==> config.mk <==
export PLATFORM = sky130hd
export DESIGN_NAME = stop_watch_counter
export DESIGN_NICKNAME = d
export VERILOG_FILES = /design/src/rtl/shizhong_pkg.sv /design/src/rtl/bcd_digit_cnt.sv /design/src/rtl/stop_watch_counter.sv
export SDC_FILE = /design/constraint.sdc
export NUM_CORES = 1
export LEC_CHECK = 0
export BUFFER_PORTS_ARGS = -buffer_cell sky130_fd_sc_hd__buf_2
export CORE_MARGIN = 5
export CORE_UTILIZATION = 40
export CTS_CLUSTER_SIZE = 16
export DETAILED_ROUTE_END_ITERATION = 10
export SYNTH_ARGS = -nofsm -noshare
export SYNTH_HDL_FRONTEND = slang
export SYNTH_SLANG_ARGS = --single-unit
==> constraint.sdc <==
create_clock -name clk -period 2.15 [get_ports clk]
set_clock_uncertainty 0.05 [all_clocks]
set_input_delay 0.43 -clock clk [delete_from_list [all_inputs] [get_ports clk]]
set_output_delay 0.43 -clock clk [all_outputs]
set_load 0.01 [all_outputs]
==> src/rtl/shizhong_pkg.sv <==
// Shared stopwatch definitions: display mode code, FSM states, BCD digit limits
// and the saturation points of the MM:SS:CC count.
package shizhong_pkg;

   localparam logic [1:0] MODE_STOPWATCH = 2'b10;

   typedef enum logic [1:0] {
      SW_IDLE  = 2'd0,
      SW_RUN   = 2'd1,
      SW_PAUSE = 2'd2
   } sw_state_e;

   localparam logic [3:0] DIG_MAX_9 = 4'd9;
   localparam logic [3:0] DIG_MAX_5 = 4'd5;

   // SW_PRE_MAX is the count one tick before saturation.
   localparam logic [23:0] SW_MAX     = 24'h595999;
   localparam logic [23:0] SW_PRE_MAX = 24'h595998;

endpackage

==> src/rtl/bcd_digit_cnt.sv <==
// Single BCD digit counting 0..MAX; carry is combinational and marks the
// increment that wraps the digit back to zero.
module bcd_digit_cnt
   import shizhong_pkg::*;
#(
   parameter logic [3:0] MAX = DIG_MAX_9
) (
   input  logic       clk,
   input  logic       rst,
   input  logic       inc,
   input  logic       clr,
   output logic [3:0] q,
   output logic       carry
);

   assign carry = inc && (q == MAX);

   // NOTE: non-blocking assignments so every flop samples pre-edge values.
   always_ff @(posedge clk) begin
      if (rst || clr) begin
         q <= 4'd0;
      end else if (inc) begin
         q <= carry ? 4'd0 : q + 4'd1;
      end
   end

endmodule

==> src/rtl/stop_watch_counter.sv <==
// BCD stopwatch MM:SS:CC with 10 ms prescaler, IDLE/RUN/PAUSE control and
// saturation at 59:59.99. Define STOPWATCH_LAP_EN to add the lap-freeze key.
module stop_watch_counter
   import shizhong_pkg::*;
#(
   parameter int TICK_DIV = 500_000,
   parameter int CNT_W    = 19
) (
   input  logic        clk,
   input  logic        rst,
   input  logic [1:0]  model,
   input  logic        key_start_stop,
   input  logic        key_clear,
`ifdef STOPWATCH_LAP_EN
   input  logic        key_lap,
`endif
   output logic [23:0] stop_watch_num,
   output logic        running,
   output logic        overflow
);

   sw_state_e        state, state_nxt;
   logic [CNT_W-1:0] presc;
   logic             sel, ss, clr, tick, sat, sat_evt;
   logic [3:0]       c0, c1, s0, s1, m0, m1;
   logic             c0_cy, c1_cy, s0_cy, s1_cy, m0_cy, m1_cy;
   logic [23:0]      cnt, disp;

   // Keys only act while the stopwatch page is displayed.
   assign sel  = (model == MODE_STOPWATCH);
   assign ss   = key_start_stop && sel;
   assign clr  = key_clear && sel;

   assign tick = (state == SW_RUN) && (presc == CNT_W'(TICK_DIV - 1));
   assign cnt  = {m1, m0, s1, s0, c1, c0};
   assign sat  = tick && (cnt == SW_PRE_MAX);
   // m1_cy can only rise if the chain were ever pushed past 59:59.99; flag it.
   assign sat_evt = sat || m1_cy;

   always_ff @(posedge clk) begin
      if (rst || clr) begin
         presc <= '0;
      end else if (state == SW_RUN) begin
         presc <= tick ? '0 : presc + CNT_W'(1);
      end
   end

   bcd_digit_cnt #(.MAX(DIG_MAX_9)) u_c0 (.clk(clk), .rst(rst), .inc(tick),  .clr(clr), .q(c0), .carry(c0_cy));
   bcd_digit_cnt #(.MAX(DIG_MAX_9)) u_c1 (.clk(clk), .rst(rst), .inc(c0_cy), .clr(clr), .q(c1), .carry(c1_cy));
   bcd_digit_cnt #(.MAX(DIG_MAX_9)) u_s0 (.clk(clk), .rst(rst), .inc(c1_cy), .clr(clr), .q(s0), .carry(s0_cy));
   bcd_digit_cnt #(.MAX(DIG_MAX_5)) u_s1 (.clk(clk), .rst(rst), .inc(s0_cy), .clr(clr), .q(s1), .carry(s1_cy));
   bcd_digit_cnt #(.MAX(DIG_MAX_9)) u_m0 (.clk(clk), .rst(rst), .inc(s1_cy), .clr(clr), .q(m0), .carry(m0_cy));
   bcd_digit_cnt #(.MAX(DIG_MAX_5)) u_m1 (.clk(clk), .rst(rst), .inc(m0_cy), .clr(clr), .q(m1), .carry(m1_cy));

   always_ff @(posedge clk) begin
      if (rst) begin
         state <= SW_IDLE;
      end else begin
         state <= state_nxt;
      end
   end

   // NOTE: defaults are assigned first so no path through the block infers a latch.
   always_comb begin
      state_nxt = state;
      running   = (state == SW_RUN);
      case (state)
         SW_IDLE:  if (ss) state_nxt = SW_RUN;
         SW_RUN:   if (sat_evt || ss) state_nxt = SW_PAUSE;
         SW_PAUSE: if (ss && !overflow) state_nxt = SW_RUN;
         default:  state_nxt = SW_IDLE;
      endcase
      if (clr) state_nxt = SW_IDLE;
   end

   always_ff @(posedge clk) begin
      if (rst || clr) begin
         overflow <= 1'b0;
      end else if (sat_evt) begin
         overflow <= 1'b1;
      end
   end

`ifdef STOPWATCH_LAP_EN
   logic        lap, lap_key;
   logic [23:0] lap_val;

   assign lap_key = key_lap && sel;

   always_ff @(posedge clk) begin
      if (rst || clr) begin
         lap     <= 1'b0;
         lap_val <= '0;
      end else if (lap_key && (state != SW_IDLE)) begin
         lap <= ~lap;
         if (!lap) lap_val <= cnt;
      end
   end

   assign disp = lap ? lap_val : cnt;
`else
   assign disp = cnt;
`endif

   always_ff @(posedge clk) begin
      if (rst) begin
         stop_watch_num <= '0;
      end else begin
         stop_watch_num <= disp;
      end
   end

endmodule

* Yosys cells after proc, flatten, opt, wreduce, memory -nomap -nowiden
Index checks and enable logic that the tools add are counted.
** Cells by class
- Reduce and logical (&&, ||, !) cells :: 18
- Equal/unequal tests :: 14
- $add $sub $neg :: 7
- Multiplexer cells :: 11
** Operator list (number)
- 4-bit by 1-bit adder with 4-bit output, second input constant :: 6
- 24-bit by 23-bit equality test with 1-bit output, second input constant :: 1
- 4-bit two-way mux :: 6
- 19-bit by 1-bit adder with 19-bit output, second input constant :: 1
- 19-bit equality test, second input constant :: 1
- 19-bit two-way mux :: 1
- 4-bit equality test, second input constant :: 4
- 1-bit logical AND :: 11
- 4-bit by 3-bit equality test with 1-bit output, second input constant :: 2
- 2-bit two-way mux :: 3
- 2-bit case mux with 3 select lines :: 1
- 2-bit equality test, second input constant :: 2
- 2-bit inequality test, second input constant :: 2
- 1-bit logical OR :: 3
- 3-bit AND reduction :: 1
- 2-bit by 1-bit equality test with 1-bit output, second input constant :: 1
- 2-bit logical NOT :: 1
- 2-bit by 1-bit inequality test with 1-bit output, second input constant :: 1
- 2-bit OR reduction :: 1
- 1-bit logical NOT :: 1
** Storage, ports and cells
- Bits of input ports :: 6
- Register bits after elaboration :: 70
- Output and inout port bits :: 26
- Word-level logic and storage cells :: 60

* Logic depth before layout (Yosys ltp)
- Depth in word-level cells :: 12
- Mapped depth :: 8
- Gate-level depth less buffers :: 7

* Modules after synthesis
A second synthesis with hierarchy kept.
** Unflattened totals
- Cell total of the unflattened synthesis :: 318
- Area total of the unflattened synthesis :: 2985.4 sq um
** By module, submodules not included
- stop_watch_counter :: cells each 180, times used 1, sequential area each 920.9 sq um, area an instance 1776.7 sq um
- bcd_digit_cnt :: cells each 23, times used 6, sequential area each 80.1 sq um, area an instance 201.4 sq um

* Worst setup path after synthesis
Ideal clock, no wire load.
- Path type :: flip-flop to flip-flop
- Start :: register u_s1.q[0]
- End :: register u_m1.q[0]
- Clock period less this slack :: 1.971 ns
- Path buffers :: 1
- Data arrival time :: 1.794 ns
- Slack :: 0.179 ns
- Stages on the path, launching flop included :: 8
- Required time :: 1.972 ns
- Setup time :: 0.128 ns
- Cell sequence :: dfxtp_1 -> ha_1 -> and3b_1 -> clkbuf_1 -> and4_1 -> nor3b_1 -> mux2i_1 -> nor2_1
** Between the ends
- Cells in the longest elaborated chain, start to end :: 5
** RTL lines
- start: declaration :: line bcd_digit_cnt.sv:12 : output logic [3:0] q,
- start signal: assignment :: line bcd_digit_cnt.sv:23 : q <= carry ? 4'd0 : q + 4'd1;
- 4-bit by 3-bit equality test with 1-bit output (*) :: line bcd_digit_cnt.sv:16 : assign carry = inc && (q == MAX);
- 1-bit logical AND (*) (2 in a row) :: line bcd_digit_cnt.sv:16
- 1-bit logical AND :: line bcd_digit_cnt.sv:16
- 4-bit two-way mux :: line bcd_digit_cnt.sv:23
- end signal: assignment :: line bcd_digit_cnt.sv:23
- end: declaration :: line bcd_digit_cnt.sv:12
Mark *: on every way between the ends. The rest lies on a longest branch, timed or not.
A chain may end at the register's enable or synchronous reset.

* Final worst setup path
- Start :: register u_c0.q[0]
- End :: register u_m0.q[0]
** Between the ends
- Cells in the longest elaborated chain, start to end :: 7
** RTL lines (line)
- start: declaration :: bcd_digit_cnt.sv:12
- start signal: assignment :: bcd_digit_cnt.sv:23
- 4-bit equality test (*) :: bcd_digit_cnt.sv:16
- 1-bit logical AND (*) (4 in a row) :: bcd_digit_cnt.sv:16
- 1-bit logical AND :: bcd_digit_cnt.sv:16
- 4-bit two-way mux :: bcd_digit_cnt.sv:23
- end signal: assignment :: bcd_digit_cnt.sv:23
- end: declaration :: bcd_digit_cnt.sv:12
Marked as above.

==> flow_summary.yaml <==
finish:
  fin_nets: 399
  fin_util: 0.490
  seq_area_mm2: 0.00140
  num-fill-cells: 737
  layout.cell_area.non_filler_mm2: 0.00357
  layout-drive-gt1-share: 0.188
  diodes: 0
  synthToLayoutAreaGrowth_pct: 18.1
  multi_input_area_mm2: 0.00154
routing:
  vias_per_cell: 4.93
  wirelength_um: 6000
  vias: 2374
  drc: 0
  dr.pass1.iters: 4
  antenna_left: 0
  drt-initial-drc-count: 120
  avgRoutedWirePerCell_um: 12.5
global_routing:
  grt_max_degree: 25
  track_usage: 0.135
  antenna_found_initial: 0
  grt_pass1_vias: 2255
  grt_pass1_wl_um: 10700
  overflow: 0
logic_synthesis:
  syn_avg_cell_area_um2: 9.09
  synth_fp_nets: 353
  synth_cell_type_count: 42
  synth_ff_type: "dfxtp_1"
  ys_seq_area_frac: 0.463
  yosys_register_bits: 70
  synthesis.instances: 333
  synth_edf_count: 0
  yosysWarnings: 0
  synthArstFlopShare: 0
  synth_area_mm2: 0.00303
worst_setup_path:
  cp_slowest_cell: "or4_1"
  worstPathRequired_ns: 2.37
  worstPathArrival_ns: 2.27
  end_kind: "flop"
  max_stage_delay_ns: 0.50
  criticalPathCategory: "flop to flop"
  crit_buf_inv: 0
  cp_max_fo: 6
  cp_top_family: "simple AND/OR/NAND/NOR gates"
  crit_chain: "ha_1 -> and3b_2 -> nand3_2 -> or2_4 -> or4_1 -> a21oi_1"
  cp-start-kind: "flop"
timing:
  fin_hold_ws_ns: 0.402
  tightest_slew_ns: 0.372
  fin_tns_setup_ns: 0
  finalCriticalPeriod_ns: 2.05
  hold_viol: 0
  setup_viol: 0
  fmax_mhz: 487
  final_max_slew_viol_count: 0
  period_share: 0.955
  slew_headroom: 0.750
floorplanning:
  die_h_um: 97.0
  core.rowCount: 31
  io_pins: 32
  die_w_um: 97.0
  die-area_mm2: 0.00940
  core_area_mm2: 0.00729
  start_util: 0.415
place:
  hpwlAfterDp_um: 4100
  place_congestion: 0.790
  place_area_mm2: 0.00335
  io_buffers: 31
clocking:
  cts.root.buffer_cell: "clkbuf_8"
  cts_max_path_buffers: 2
  cts_sinks: 70
  cts_buffers: 9
  clk_latency_ns: 0.34
  clkTransAtPathRegs_ns: 0.07
  htree_levels: 3
  cts_tree: "built"
power:
  p_int_uw: 1880
  vdd.ir_drop.worst_uv: 270
  pwr-share-clk: 0.439
  p_per_area_mw_per_mm2: 674
  swShare: 0.221
  switchingPower_uw: 532
  p_seq_frac: 0.539
  p_comb_frac: 0.022
  leakagePower_uw: 0.00142
  totalPowerFinal_uw: 2410
run:
  maxCapViolations: 0
worst_hold_path:
  min_path_type: "input pin to flop"
outcome:
  status: "finished clean"
==> synth_stat cells, types with 10 or more instances <==
library cell  instances  area (um2)
dfxtp_1              70        1400
inv_1                10        37.5
clkbuf_1             10        37.5
xor2_1               11        96.3
o21ai_0              17        85.1
a21oi_1              20         100
ha_1                 14         175
nand2_1              24        90.1
nor2_1               41         154
nand3_1              12        60.1
nor2b_1              20         125
==> final timing paths <==
kind | startpoint | end | slack [ns] | cells after the start
max | u_c0.q[0] | u_m0.q[0] | 0.1 | 6
min | key_start_stop | state[0] | 0.40 | 4
max reg2reg | u_c0.q[0] | u_m0.q[0] | 0.1 | 6
min reg2reg | presc[1] | presc[1] | 0.42 | 2
==> power by group through the flow <==
| stage | registers, uW | clock network (uW) | logic [uW] |
|---|---|---|---|
| final | 1300 | 1060 | 52.9 |
| after global routing | 1300 | 1140 | 59.1 |
| after CTS | 1300 | 1100 | 53.5 |
| after detailed placement | 1330 | 0 | 53.4 |
| after global placement | 1330 | 0 | 53.7 |
| after floorplan | 1330 | 0 | 30.1 |
==> state kept, by name, indices dropped and copies added, names as in the netlist <==
register and count:
u_m0.q 4, overflow 1, u_s1.q 4, state 2, u_c0.q 4, stop_watch_num 24
u_s0.q 4, u_m1.q 4, presc 19, u_c1.q 4
==> per-layer routing <==
layer	global-route usage	vias to the layer above	routed length (um)
li1	-	1245	-
met1	0.189	1083	3160
met2	0.191	37	2490
met3	0.0302	9	224
met4	0.0745	0	127
met5	0	-	0
==> worst min-delay path, stage by stage <==
cell and delay, ns:
buf_2 0.08, nand2_1 0.09, nand2_1 0.07, o22ai_1 0.07
==> cell usage in the layout (no fill, tap or decap), types with 2 or more instances in the layout <==
cell type   synthesis  routed
a21oi_1            20      20
and2_1              5       5
and3b_1             5       4
and4_1              5       5
and4b_1             2       2
buf_2               2      31
buf_4               1      16
clkbuf_8            0      10
clkinvlp_4          0       2
dfxtp_1            70      70
ha_1               14      14
inv_1              10       9
mux2i_1             6       6
nand2_1            24      24
nand2b_1            2       2
nand3_1            12      11
nand3b_1            4       4
nand4_1             8       8
nor2_1             41      41
nor2b_1            20      20
nor3_1              2       2
o21ai_0            17      17
o22ai_1             2       2
or2_2               0       2
or3_1               9       9
or4_1               9       9
xnor2_1             6       6
xor2_1             11      11
==> cell type report <==
class	count	area share
inverter	10	0.0105
multi-input combinational	241	0.431
tap	99	0.0347
timing repair buffer	47	0.0770
clock inverter	5	0.0165
sequential	70	0.392
clock buffer	10	0.0385
==> per-stage QoR <==
stage          worst slack [ns]  cells
6_report                 0.0959    482
2_1_floorplan             0.179    333
3_5_place_dp             0.0446    464
3_3_place_gp              0.109    464
4_1_cts                  0.0150    481
5_1_grt                -0.00903    482
==> what timing repair did <==
action	in CTS	in global routing
setup buffers	1	0
endpoints found under the hold margin	0	0
resized for setup	1	2
pin swaps	1	1
endpoints found under the setup margin	1	9
hold buffers	0	0
cloned	1	1
==> cells by family after synthesis <==
kind of cell,count (synthesis),synth area share
and+or+nand+nor,157,0.294
buffers and inverters,24,0.0343
DFF,70,0.463
adders and majority gates,14,0.0579
xor gates and xnor gates,17,0.0492
muxes,6,0.0199
AOI/OAI and AO/OA,45,0.0819
(Power assumes the default switching activity.)
